[src/rtl/dcmi_tx.sv]
// DCMI-style byte-stream transmitter: pulls 32-bit words from the ping-pong buffer and
// drives vsync/hsync/de/data with programmable blanking. Outputs are registered.
//
// state | meaning
// IDLE  | waiting for start
// VSYNC | vsync pulse, VS_LEN cycles
// HBLK  | horizontal blanking before a line; prefetches the line's first word
// LINE  | emitting H_ACTIVE bytes, stalling whenever the word buffer is empty
// VBLK  | vertical blanking after the last line; done pulses on exit
module dcmi_tx #(
  parameter int H_ACTIVE = 640,
  parameter int V_ACTIVE = 480,
  parameter int VS_LEN   = 4,
  parameter int H_BLANK  = 16,
  parameter int V_BLANK  = 8
) (
  input  logic        clk,
  input  logic        rst,
  input  logic        block_en,
  input  logic        start,
  output logic        busy,
  output logic        done,
  output logic        underrun,
  input  logic        rd_rdy,
  output logic        rd_req,
  input  logic [31:0] rd_data,
  output logic        dcmi_vsync,
  output logic        dcmi_hsync,
  output logic        dcmi_de,
  output logic [7:0]  dcmi_data
);

  localparam logic [2:0] IDLE  = 3'd0;
  localparam logic [2:0] VSYNC = 3'd1;
  localparam logic [2:0] HBLK  = 3'd2;
  localparam logic [2:0] LINE  = 3'd3;
  localparam logic [2:0] VBLK  = 3'd4;

  localparam logic [15:0] H_LAST  = 16'(H_ACTIVE - 1);
  localparam logic [15:0] V_LAST  = 16'(V_ACTIVE - 1);
  localparam logic [15:0] WORDS   = 16'(H_ACTIVE / 4);
  localparam logic [15:0] VS_LOAD = 16'(VS_LEN - 1);
  localparam logic [15:0] HB_LOAD = 16'(H_BLANK - 1);
  localparam logic [15:0] VB_LOAD = 16'(V_BLANK - 1);

  logic [2:0]  state;
  logic [15:0] tmr;
  logic [15:0] byte_cnt;
  logic [15:0] line_cnt;
  logic [15:0] word_cnt;
  logic [31:0] wbuf;
  logic [2:0]  bcnt;

  logic emit;
  logic more_words;
  logic line_end;
  logic rd_vld;

  assign emit       = (state == LINE) && (bcnt != 3'd0);
  assign more_words = word_cnt < WORDS;
  assign line_end   = emit && (byte_cnt == H_LAST);

  // Refill when empty, or just-in-time as the last buffered byte leaves, so a
  // steady rd_rdy gives one byte per cycle without bubbles.
  always_comb begin
    rd_req = 1'b0;
    if (!rst && block_en && rd_rdy && more_words) begin
      if (state == HBLK && bcnt == 3'd0)
        rd_req = 1'b1;
      else if (state == LINE && (bcnt == 3'd0 || (bcnt == 3'd1 && emit)))
        rd_req = 1'b1;
    end
  end

  assign rd_vld = rd_req;

  always_ff @(posedge clk) begin
    if (rst || !block_en) begin
      state      <= IDLE;
      tmr        <= '0;
      byte_cnt   <= '0;
      line_cnt   <= '0;
      word_cnt   <= '0;
      wbuf       <= '0;
      bcnt       <= '0;
      underrun   <= 1'b0;
      busy       <= 1'b0;
      done       <= 1'b0;
      dcmi_vsync <= 1'b0;
      dcmi_hsync <= 1'b0;
      dcmi_de    <= 1'b0;
      dcmi_data  <= '0;
    end else begin
      case (state)
        IDLE: begin
          if (start) begin
            state    <= VSYNC;
            tmr      <= VS_LOAD;
            byte_cnt <= '0;
            line_cnt <= '0;
          end
        end
        VSYNC: begin
          if (tmr == 16'd0) begin
            state <= HBLK;
            tmr   <= HB_LOAD;
          end else begin
            tmr <= tmr - 16'd1;
          end
        end
        HBLK: begin
          if (tmr == 16'd0) state <= LINE;
          else              tmr   <= tmr - 16'd1;
        end
        LINE: begin
          if (line_end) begin
            byte_cnt <= '0;
            if (line_cnt == V_LAST) begin
              state <= VBLK;
              tmr   <= VB_LOAD;
            end else begin
              state    <= HBLK;
              tmr      <= HB_LOAD;
              line_cnt <= line_cnt + 16'd1;
            end
          end else if (emit) begin
            byte_cnt <= byte_cnt + 16'd1;
          end
        end
        VBLK: begin
          if (tmr == 16'd0) state <= IDLE;
          else              tmr   <= tmr - 16'd1;
        end
        default: state <= IDLE;
      endcase

      // line_end never coincides with a fetch: the line has no unfetched words left
      if (line_end || (state == IDLE && start))
        word_cnt <= '0;
      else if (rd_vld)
        word_cnt <= word_cnt + 16'd1;

      if (rd_vld) begin
        wbuf <= rd_data;
        bcnt <= 3'd4;
      end else if (emit) begin
        wbuf <= {8'd0, wbuf[31:8]};
        bcnt <= bcnt - 3'd1;
      end

      if (state == LINE && bcnt == 3'd0)
        underrun <= 1'b1;

      busy       <= (state != IDLE);
      done       <= (state == VBLK) && (tmr == 16'd0);
      dcmi_vsync <= (state == VSYNC);
      dcmi_hsync <= (state == LINE);
      dcmi_de    <= emit;
      if (emit)
        dcmi_data <= wbuf[7:0];
      else if (state != LINE)
        dcmi_data <= '0;
    end
  end

endmodule
[config.mk]
export PLATFORM = sky130hd
export DESIGN_NAME = dcmi_tx
export DESIGN_NICKNAME = d
export VERILOG_FILES = /design/src/rtl/dcmi_tx.sv
export SDC_FILE = /design/constraint.sdc
export NUM_CORES = 1
export LEC_CHECK = 0
export ABC_AREA = 1
export ABC_CLOCK_PERIOD_IN_PS = 2630
export BUFFER_PORTS_ARGS = -buffer_cell sky130_fd_sc_hd__buf_2
export CORE_UTILIZATION = 30
export CTS_CLUSTER_SIZE = 10
export DETAILED_ROUTE_END_ITERATION = 16
export SLEW_MARGIN = 20
export SYNTH_ARGS = -nofsm -noshare
export SYNTH_HDL_FRONTEND = slang
export SYNTH_SLANG_ARGS = --single-unit
[constraint.sdc]
create_clock -name clk -period 2.63 [get_ports clk]
set_input_delay 0.1315 -clock clk [delete_from_list [all_inputs] [get_ports clk]]
set_output_delay 0.1315 -clock clk [all_outputs]
set_load 0.01 [all_outputs]
==> results of run 1 <==
-- registers in the layout (all words and copies together), names as in the netlist, 3 cells and up --
signal and flops:
dcmi_data 8, tmr 16, state 3, byte_cnt 16, line_cnt 16, wbuf 32
bcnt 3, word_cnt 16
-- cell families after synthesis --
| kind of cell | synth area share (%) |
|---|---|
| XOR/XNOR | 2.502 |
| AND/OR/NAND/NOR | 38.13 |
| buffers and inverters | 7.967 |
| adder cells (fa/ha/maj) | 1.471 |
| AO/OA/AOI/OAI | 10.91 |
| flip-flops | 39.02 |
-- through the flow --
step	power (uW)	util, %	cell area (um2)	hold slack, ns
after floorplan	2889	-	5952	0.2664
after global placement	3187	33.22	6465	0.3611
after detailed placement	3195	33.22	6465	0.3708
after CTS	5645	37.97	7391	0.03856
after global routing	5902	37.97	7391	0.05368
final	5583	37.97	7391	0.04803
-- area by class of cell --
| type | instances | share of cell area [%] |
|---|---|---|
| inverter | 82 | 4.165 |
| timing repair buffer | 95 | 9.006 |
| sequential | 116 | 31.42 |
| multi-input combinational | 668 | 42.73 |
| clock buffer | 18 | 5.807 |
| tap | 265 | 4.486 |
| clock inverter | 14 | 2.387 |
-- report_power, final --
part           switching [uW]  internal (uW)
sequential               55.3           1810
clock                     894           1500
combinational             894            433
-- path summary, 6_finish.rpt --
path	start	endpoint	slack, ns	cells past startpoint
min reg2reg	word_cnt[13]	word_cnt[13]	0.42	2
max	bcnt[0]	rd_req	0.21	8
min	rst	byte_cnt[6]	0.05	4
max reg2reg	bcnt[0]	bcnt[1]	0.49	10
-- layout by cell type (no fill, tap or decap), types with 2 or more instances in the layout --
cell / synthesis / routed
nand2_1: 221 / 221
nor2_1: 139 / 138
dfxtp_1: 116 / 116
nand3_1: 103 / 103
inv_1: 76 / 75
a21oi_1: 55 / 55
buf_2: 7 / 51
o21ai_0: 41 / 41
dlygate4sd3_1: 0 / 32
nor3_1: 24 / 24
nand4_1: 17 / 17
a31oi_1: 17 / 17
clkbuf_16: 0 / 17
buf_4: 3 / 12
xor2_1: 11 / 11
ha_1: 7 / 7
xnor2_1: 6 / 6
inv_2: 5 / 6
nand2_4: 4 / 4
inv_6: 0 / 4
nor2_2: 2 / 3
nor2_4: 3 / 3
bufinv_16: 0 / 3
clkinv_4: 0 / 3
o21a_1: 2 / 2
o21bai_1: 2 / 2
nand3b_1: 2 / 2
clkinvlp_4: 0 / 2
clkinv_2: 0 / 2
-- worst max-delay path: stages, from the launching register on --
cell	delay, ns
dfxtp_1	0.32
inv_1	0.08
ha_1	0.15
ha_1	0.28
inv_1	0.10
a21oi_1	0.13
nand2_1	0.09
inv_2	0.46
buf_2	0.24
-- timing repair --
item                      4_1_cts  5_1_grt
hold endpoints to repair       32        0
hold buffers                   32        0
buffers inserted                0        0
-- per-layer routing --
layer / routed length (um) / GRT usage, % / vias to the layer above
met3: 516 / 3.353 / 15
li1: - / - / 3103
met1: 7359 / 19.74 / 2641
met5: 0 / 0 / -
met4: 176 / 5.772 / 0
met2: 7121 / 25.70 / 100
==> results.toml, run 1 <==
[global_route]
grt_antenna_before_repair = 0
grt_start_max_net_pins = 55
groute.usage.overall_pct = 15.53
grt_remaining_overflow = 0
first_pass_grt_wire_length_um = 25260
first_global_vias = 5257

[sta]
finalWorstPathRequiredPeriod_ns = 2.420
relSlewSlack_pct = 51.98
worst_slew_pin_slew_ns = 0.7138
setup_tns_ns = 0
report.final.slew_viol_count = 0
period_share_pct = 92.01
fmax_ghz = 0.4133
setup_repair_after_global_routing_missed_its_margin = "false"
final.setup.worst_slack_ns = 0.2102
hold_viol_final = 0
worst_clock_skew_ns = 0.01173
timing.final.setup_violations = 0

[clock_tree]
cts.reportedPaths.clkPinSlew_ns = 0.06
cts_buffer_count = 17
cts-root-buf = "clkbuf_16"
cts.path.max_buffers = 2
clkLatencyLatePin_ns = 0.43
cts-resized-gates = 0
cts.htree.levels = 4
tritoncts = "yes"
cts.sink_count = 116

[routing]
drt_pre_antenna_iters = 5
remaining_drc_errors = 0
detailroute.via_count = 5859
ant_nets = 0
wirelength_um = 15170
post_drt_wl_per_cell_um = 12.06
route.detailed.vias_per_inst = 4.657
initialDrtViolationCount = 407

[power]
power.density_mw_per_mm2 = 755.4
peakVddDrop_mv = 0.5010
power_leakage_uw = 0.002847

[logic_synthesis]
synth.top_cell.area_share_pct = 39.02
ys_seq_area_share_pct = 39.02
ys_top_cells_by_count = "nand2_1 (221), nor2_1 (139), dfxtp_1 (116), nand3_1 (103), inv_1 (76)"
yosys.cell_types.count = 38
synthesized_flop_and_latch_total = 116
mappedNetlistNets = 945
synth-edff-count = 0
yosys_warnings = 0
synth.most_common_cell = "nand2_1"
syn_area_per_cell_um2 = 6.606
synth_largest_area_cell = "dfxtp_1"
synth_top_flop_cell = "dfxtp_1"
postSynth.asyncResetShare_pct = 0
syn_area_mm2 = 0.005952
synth.area.top_cells = "dfxtp_1 (39%), nand2_1 (14%), nor2_1 (8.8%), nand3_1 (8.7%), inv_1 (4.8%)"
synthesis.instances = 901

[floorplanning]
starting_density_of_the_core_pct = 30.58
core_mm2 = 0.01946
fp.dieW_um = 142.9
dieArea_mm2 = 0.02041
die_h_um = 142.9
io_pins = 52
rows = 51

[min_path]
timing.hold.worst.class = "input pin to register"

[final_layout]
multi_input_comb_area_mm2 = 0.003158
final_cells = 1258
antenna_cells = 0
ff_latch_area_mm2 = 0.002322
fillerInstances = 2042
final_nets = 1024
drive_above_1_share_pct = 11.68
synthToLayoutAreaGrowth_pct = 24.17

[flow_run]
drv.max_cap_violation_count = 0

[setup_path]
critical_path.startpoint_type = "register"
critical_path_class = "register to output pin"
worst-path-max-fanout = 37
timing.critical_path.arrival_ns = 2.29
worst_setup_path_end_kind = "output pin"
required_ns = 2.50

[placed_design]
hpwl_um = 10200
post-place-cells = 1194
placer_congestion_estimate = 0.8399
dp_worst_setup_slack_ns = 0.4859
buffer_ports.inserted = 51

[status]
status = "finished clean"
(Power assumes the default switching activity.)
==> run 2: changes to the inputs <==
--- a/config.mk
+++ b/config.mk
@@ -8,9 +8,12 @@
 export ABC_AREA = 1
 export ABC_CLOCK_PERIOD_IN_PS = 2630
 export BUFFER_PORTS_ARGS = -buffer_cell sky130_fd_sc_hd__buf_2
+export CORE_ASPECT_RATIO = 0.75
 export CORE_UTILIZATION = 30
+export CTS_BUF_LIST = sky130_fd_sc_hd__clkbuf_16
 export CTS_CLUSTER_SIZE = 10
 export DETAILED_ROUTE_END_ITERATION = 16
+export PLACE_DENSITY = 0.55
 export SLEW_MARGIN = 20
 export SYNTH_ARGS = -nofsm -noshare
 export SYNTH_HDL_FRONTEND = slang
==> results.toml, run 2 (same netlist as run 1, synthesis figures left out) <==
[global_route]
grt_remaining_overflow = 0
grt_util_met3_pct = 4.296
grt_antenna_before_repair = 0
first_pass_grt_wire_length_um = 26020
grt_start_max_net_pins = 55
grt.busiest_layer = "met1"
grt_use_met1_pct = 24.55
grtUsageMet2_pct = 22.19
first_global_vias = 5225
groute.usage.overall_pct = 16.44

[setup_path]
critical_path_class = "register to output pin"
worst-path-max-fanout = 37
worstReg2RegStart = "bcnt[0]"
end_of_the_worst_register_to_register_path = "line_cnt[1]"
required_ns = 2.50
setup.reg_to_reg.worst_slack_ns = 0.43
worst_setup_path_end_kind = "output pin"
worstRegToRegCells = 11
timing.critical_path.arrival_ns = 2.32
critical_path.startpoint_type = "register"

[clock_tree]
post-cts-setup-buffers = 0
cts_buffer_count = 17
cts-root-buf = "clkbuf_16"
cts.sink_count = 116
cts-resized-gates = 0
clkLatencyLatePin_ns = 0.43
cts.reportedPaths.clkPinSlew_ns = 0.05
tritoncts = "yes"
cts.path.max_buffers = 2
cts.htree.levels = 4

[routing]
post_drt_wl_per_cell_um = 12.53
wirelength_um = 15630
route.detailed.vias_per_inst = 4.655
drt_pre_antenna_iters = 7
remaining_drc_errors = 0
detailroute.via_count = 5809
initialDrtViolationCount = 349
ant_nets = 0

[final_layout]
synthToLayoutAreaGrowth_pct = 23.44
final_nets = 1026
final_cells = 1248
flip_flop_count_of_the_largest_register_all_copies_and_words_added = 32
drive_above_1_share_pct = 11.86
layout.cells.most_common_list = "nand2_1 (220), nor2_1 (138), dfxtp_1 (116), nand3_1 (103), inv_1 (77)"
registers.top_by_ff_count = "wbuf"
mostFrequentLayoutCell = "nand2_1"
antenna_cells = 0
fillerInstances = 2061

[floorplanning]
core_mm2 = 0.01938
fp.dieW_um = 164.6
starting_density_of_the_core_pct = 30.71
io_pins = 52
dieArea_mm2 = 0.02041
rows = 44
die_h_um = 124.0

[sta]
finalWorstPathRequiredPeriod_ns = 2.451
setup_tns_ns = 0
report.final.slew_viol_count = 0
relSlewSlack_pct = 60.09
fmax_ghz = 0.4080
timing.final.setup_violations = 0
period_share_pct = 93.19
hold_viol_final = 0
worst_slew_pin_slew_ns = 0.5924
setup_repair_after_global_routing_missed_its_margin = "false"
worst_clock_skew_ns = 0.01408

[flow_run]
drv.max_cap_violation_count = 0

[power]
power.density_mw_per_mm2 = 736.6
peakVddDrop_mv = 0.4968
power_leakage_uw = 0.002835

[min_path]
hold_start = "start"
hold-path-endpoint = "line_cnt[10]"
timing.hold.worst.class = "input pin to register"
min_delay_path_depth = 4

[placed_design]
buffer_ports.inserted = 51
placer_congestion_estimate = 0.8722
post-place-cells = 1184
hpwl_um = 10590

[status]
status = "finished clean"
run 2: cell types whose count changed in the layout (fill, tap and decap cells not counted):
cell,delta
buf_4,+2
bufinv_16,-2
clkbuf_1,-1
clkinv_2,-1
clkinv_4,+1
clkinvlp_4,+2
inv_1,+2
inv_6,-1
nand2_1,-1
nand2_2,+1
run 2: what timing repair did:
item                                   4_1_cts  5_1_grt
setup endpoints to repair                    0        0
hold buffers                                32        0
endpoints found under the hold margin       32        0
run 2: report_power, final:
part           switching [uW]  internal (uW)
clock network             900           1300
registers                53.7           1810
logic                     916            435
total                    1870           3540
run 2: final cells by class:
| type | instances | area, um2 | share of cell area, % |
|---|---|---|---|
| Multi-Input combinational cell | 668 | 3161 | 43.02 |
| Sequential cell | 116 | 2322 | 31.61 |
| Timing Repair Buffer | 97 | 680.7 | 9.264 |
| Clock buffer | 17 | 425.4 | 5.790 |
| Tap cell | 253 | 316.6 | 4.309 |
| Inverter | 82 | 307.8 | 4.189 |
| Clock inverter | 15 | 133.9 | 1.822 |
run 2: metrics by stage:
step	total power (uW)	area, um2	hold slack [ns]	utilization [%]	worst slack [ns]
final	5412	7347	0.06865	37.91	0.1791
after CTS	5466	7347	0.04680	37.91	0.1456
after floorplan	2889	5952	0.2664	-	0.7820
after global routing	5770	7347	0.07866	37.91	0.03970
after global placement	3208	6467	0.3587	33.37	0.4548
after detailed placement	3217	6467	0.3618	33.37	0.4148
run 2: worst max-delay path by stage:
stage	start	endpoint	cells past startpoint
finish	bcnt[0]	rd_req	8
global placement	bcnt[0]	line_cnt[1]	11
floorplan	bcnt[0]	tmr[13]	11
detailed placement	bcnt[0]	line_cnt[1]	11
global route	bcnt[0]	rd_req	8
CTS	bcnt[0]	rd_req	8
run 2: critical path, cell delays in order (launching register included):
cell and delay [ns]:
dfxtp_1 0.32, inv_1 0.07, ha_1 0.15, ha_1 0.29, inv_1 0.11, a21oi_1 0.18, nand2_2 0.08, inv_2 0.45
buf_2 0.24
run 2: metal layers:
metal | wire (um) | vias to the layer above
met4 | 204 | 0
li1 | - | 3108
met1 | 8767 | 2572
met5 | 0 | -
met2 | 5989 | 112
met3 | 671 | 17
==> run 3: changes to the inputs <==
--- a/config.mk
+++ b/config.mk
@@ -13,6 +13,7 @@
 export CTS_BUF_LIST = sky130_fd_sc_hd__clkbuf_16
 export CTS_CLUSTER_SIZE = 10
 export DETAILED_ROUTE_END_ITERATION = 16
+export MAX_ROUTING_LAYER = met4
 export PLACE_DENSITY = 0.55
 export SLEW_MARGIN = 20
 export SYNTH_ARGS = -nofsm -noshare
==> results.toml, run 3 (same netlist as run 1, synthesis figures left out) <==
[status]
status = "finished clean"

[global_route]
grt_remaining_overflow = 0
grt_antenna_before_repair = 0
groute.usage.overall_pct = 16.94
first_global_vias = 5224
first_pass_grt_wire_length_um = 26010
grt_start_max_net_pins = 55

[power]
power.density_mw_per_mm2 = 735.5
comb_power_share_pct = 25.0
cellInternalPower_uw = 3542
switchingPower_uw = 1862
power_leakage_uw = 0.002835
netSwitchingFraction_pct = 34.46
pwr-share-seq_pct = 34.4
power.share.clock_pct = 40.5
peakVddDrop_mv = 0.4956

[floorplanning]
dieArea_mm2 = 0.02041
core_mm2 = 0.01938
io_pins = 52
starting_density_of_the_core_pct = 30.71
rows = 44
fp.dieW_um = 164.6
die_h_um = 124.0

[final_layout]
fillerInstances = 2061
flip_flop_count_of_the_largest_register_all_copies_and_words_added = 32
drive_above_1_share_pct = 11.86
mostFrequentLayoutCell = "nand2_1"
registers.top_by_ff_count = "wbuf"
synthToLayoutAreaGrowth_pct = 23.44
antenna_cells = 0
layout.cells.most_common_list = "nand2_1 (220), nor2_1 (138), dfxtp_1 (116), nand3_1 (103), inv_1 (77)"
final_nets = 1026

[setup_path]
worstReg2RegStart = "bcnt[0]"
worst_path_max_delay_cell = "inv_2"
timing.critical_path.arrival_ns = 2.33
critical_path.startpoint_type = "register"
required_ns = 2.50
worst-path-max-fanout = 37
cells_along_the_critical_path = "inv_1 -> ha_1 -> ha_1 -> inv_1 -> a21oi_1 -> nand2_2 -> inv_2 -> buf_2"
worst_setup_path_end_kind = "output pin"
worstSetupStartpoint = "bcnt[0]"
critical_path_class = "register to output pin"
cp_slowest_stage_delay_ns = 0.46

[sta]
hold_viol_final = 0
setup_tns_ns = 0
finalWorstPathRequiredPeriod_ns = 2.460
report.final.slew_viol_count = 0
timing.final.setup_violations = 0
period_share_pct = 93.53
setup_repair_after_global_routing_missed_its_margin = "false"
fmax_ghz = 0.4065
relSlewSlack_pct = 59.72
worst_clock_skew_ns = 0.01168
worst_slew_pin_slew_ns = 0.5979
final.setup.worst_slack_ns = 0.1702

[placed_design]
hpwl_um = 10590
placer_congestion_estimate = 0.8865
dp_worst_setup_slack_ns = 0.4148
buffer_ports.inserted = 51

[clock_tree]
clkLatencyLatePin_ns = 0.43
tritoncts = "yes"
post-cts-setup-buffers = 0
cts-resized-gates = 0
cts.path.max_buffers = 2
cts-root-buf = "clkbuf_16"
cts.reportedPaths.clkPinSlew_ns = 0.05
cts.htree.levels = 4
cts.sink_count = 116
cts_buffer_count = 17

[flow_run]
drv.max_cap_violation_count = 0

[routing]
remaining_drc_errors = 0
wirelength_um = 15660
detailroute.via_count = 5794
initialDrtViolationCount = 370
drt_pre_antenna_iters = 5
ant_nets = 0
post_drt_wl_per_cell_um = 12.55
route.detailed.vias_per_inst = 4.643

[min_path]
hold_start = "start"
timing.hold.worst.class = "input pin to register"
-- run 3: cell counts in the layout (fill, tap and decap cells not counted) --
Identical to the previous run, type by type.
-- run 3: area by class of cell --
cell class	count	area, um2	share of cell area, %
multi-input combinational	668	3161	43.02
sequential	116	2322	31.61
tap	253	316.6	4.309
clock inverter	15	133.9	1.822
clock buffer	17	425.4	5.790
inverter	82	307.8	4.189
timing repair buffer	97	680.7	9.264
-- run 3: routing by layer --
metal | wire length [um] | global-route usage, % | vias up
met2 | 6102 | 22.11 | 125
met4 | 191 | 6.193 | 0
met1 | 8650 | 24.59 | 2551
met5 | 0 | - | -
li1 | - | - | 3104
met3 | 719 | 4.196 | 14
-- run 3: metrics by stage --
step | total power (uW) | std cells | utilization (%) | cell area [um2] | hold WS (ns)
floorplan | 2889 | 901 | - | 5952 | 0.2664
CTS | 5466 | 1248 | 37.91 | 7347 | 0.04680
finish | 5404 | 1248 | 37.91 | 7347 | 0.06661
global route | 5763 | 1248 | 37.91 | 7347 | 0.07783
detailed placement | 3217 | 1184 | 33.37 | 6467 | 0.3618
global placement | 3208 | 1184 | 33.37 | 6467 | 0.3587
-- run 3: critical path: cells and delay by family (launching register included) --
| kind | cells | cell delay [ns] |
|---|---|---|
| flip-flops | 1 | 0.32 |
| AND/OR/NAND/NOR | 1 | 0.08 |
| AO/OA/AOI/OAI | 1 | 0.18 |
| adder cells (fa/ha/maj) | 2 | 0.44 |
| buffers and inverters | 4 | 0.88 |
-- run 3: path summary, 6_finish.rpt --
check	end	slack [ns]	depth (start not counted)
setup reg to reg	line_cnt[1]	0.43	11
hold reg to reg	word_cnt[13]	0.42	2
setup / recovery	rd_req	0.17	8
hold / removal	line_cnt[10]	0.07	4
-- run 3: timing repair --
action	in CTS	in global routing
hold buffers	32	0
hold endpoints to repair	32	0
setup endpoints to repair	0	0
-- run 3: power groups by stage --
| stage | sequential (uW) | combinational, uW | clock (uW) |
|---|---|---|---|
| final | 1860 | 1350 | 2190 |
| after global placement | 1900 | 1310 | 0 |
| after detailed placement | 1900 | 1320 | 0 |
| after CTS | 1860 | 1360 | 2250 |
| after floorplan | 1890 | 1000 | 0 |
| after global routing | 1870 | 1550 | 2340 |
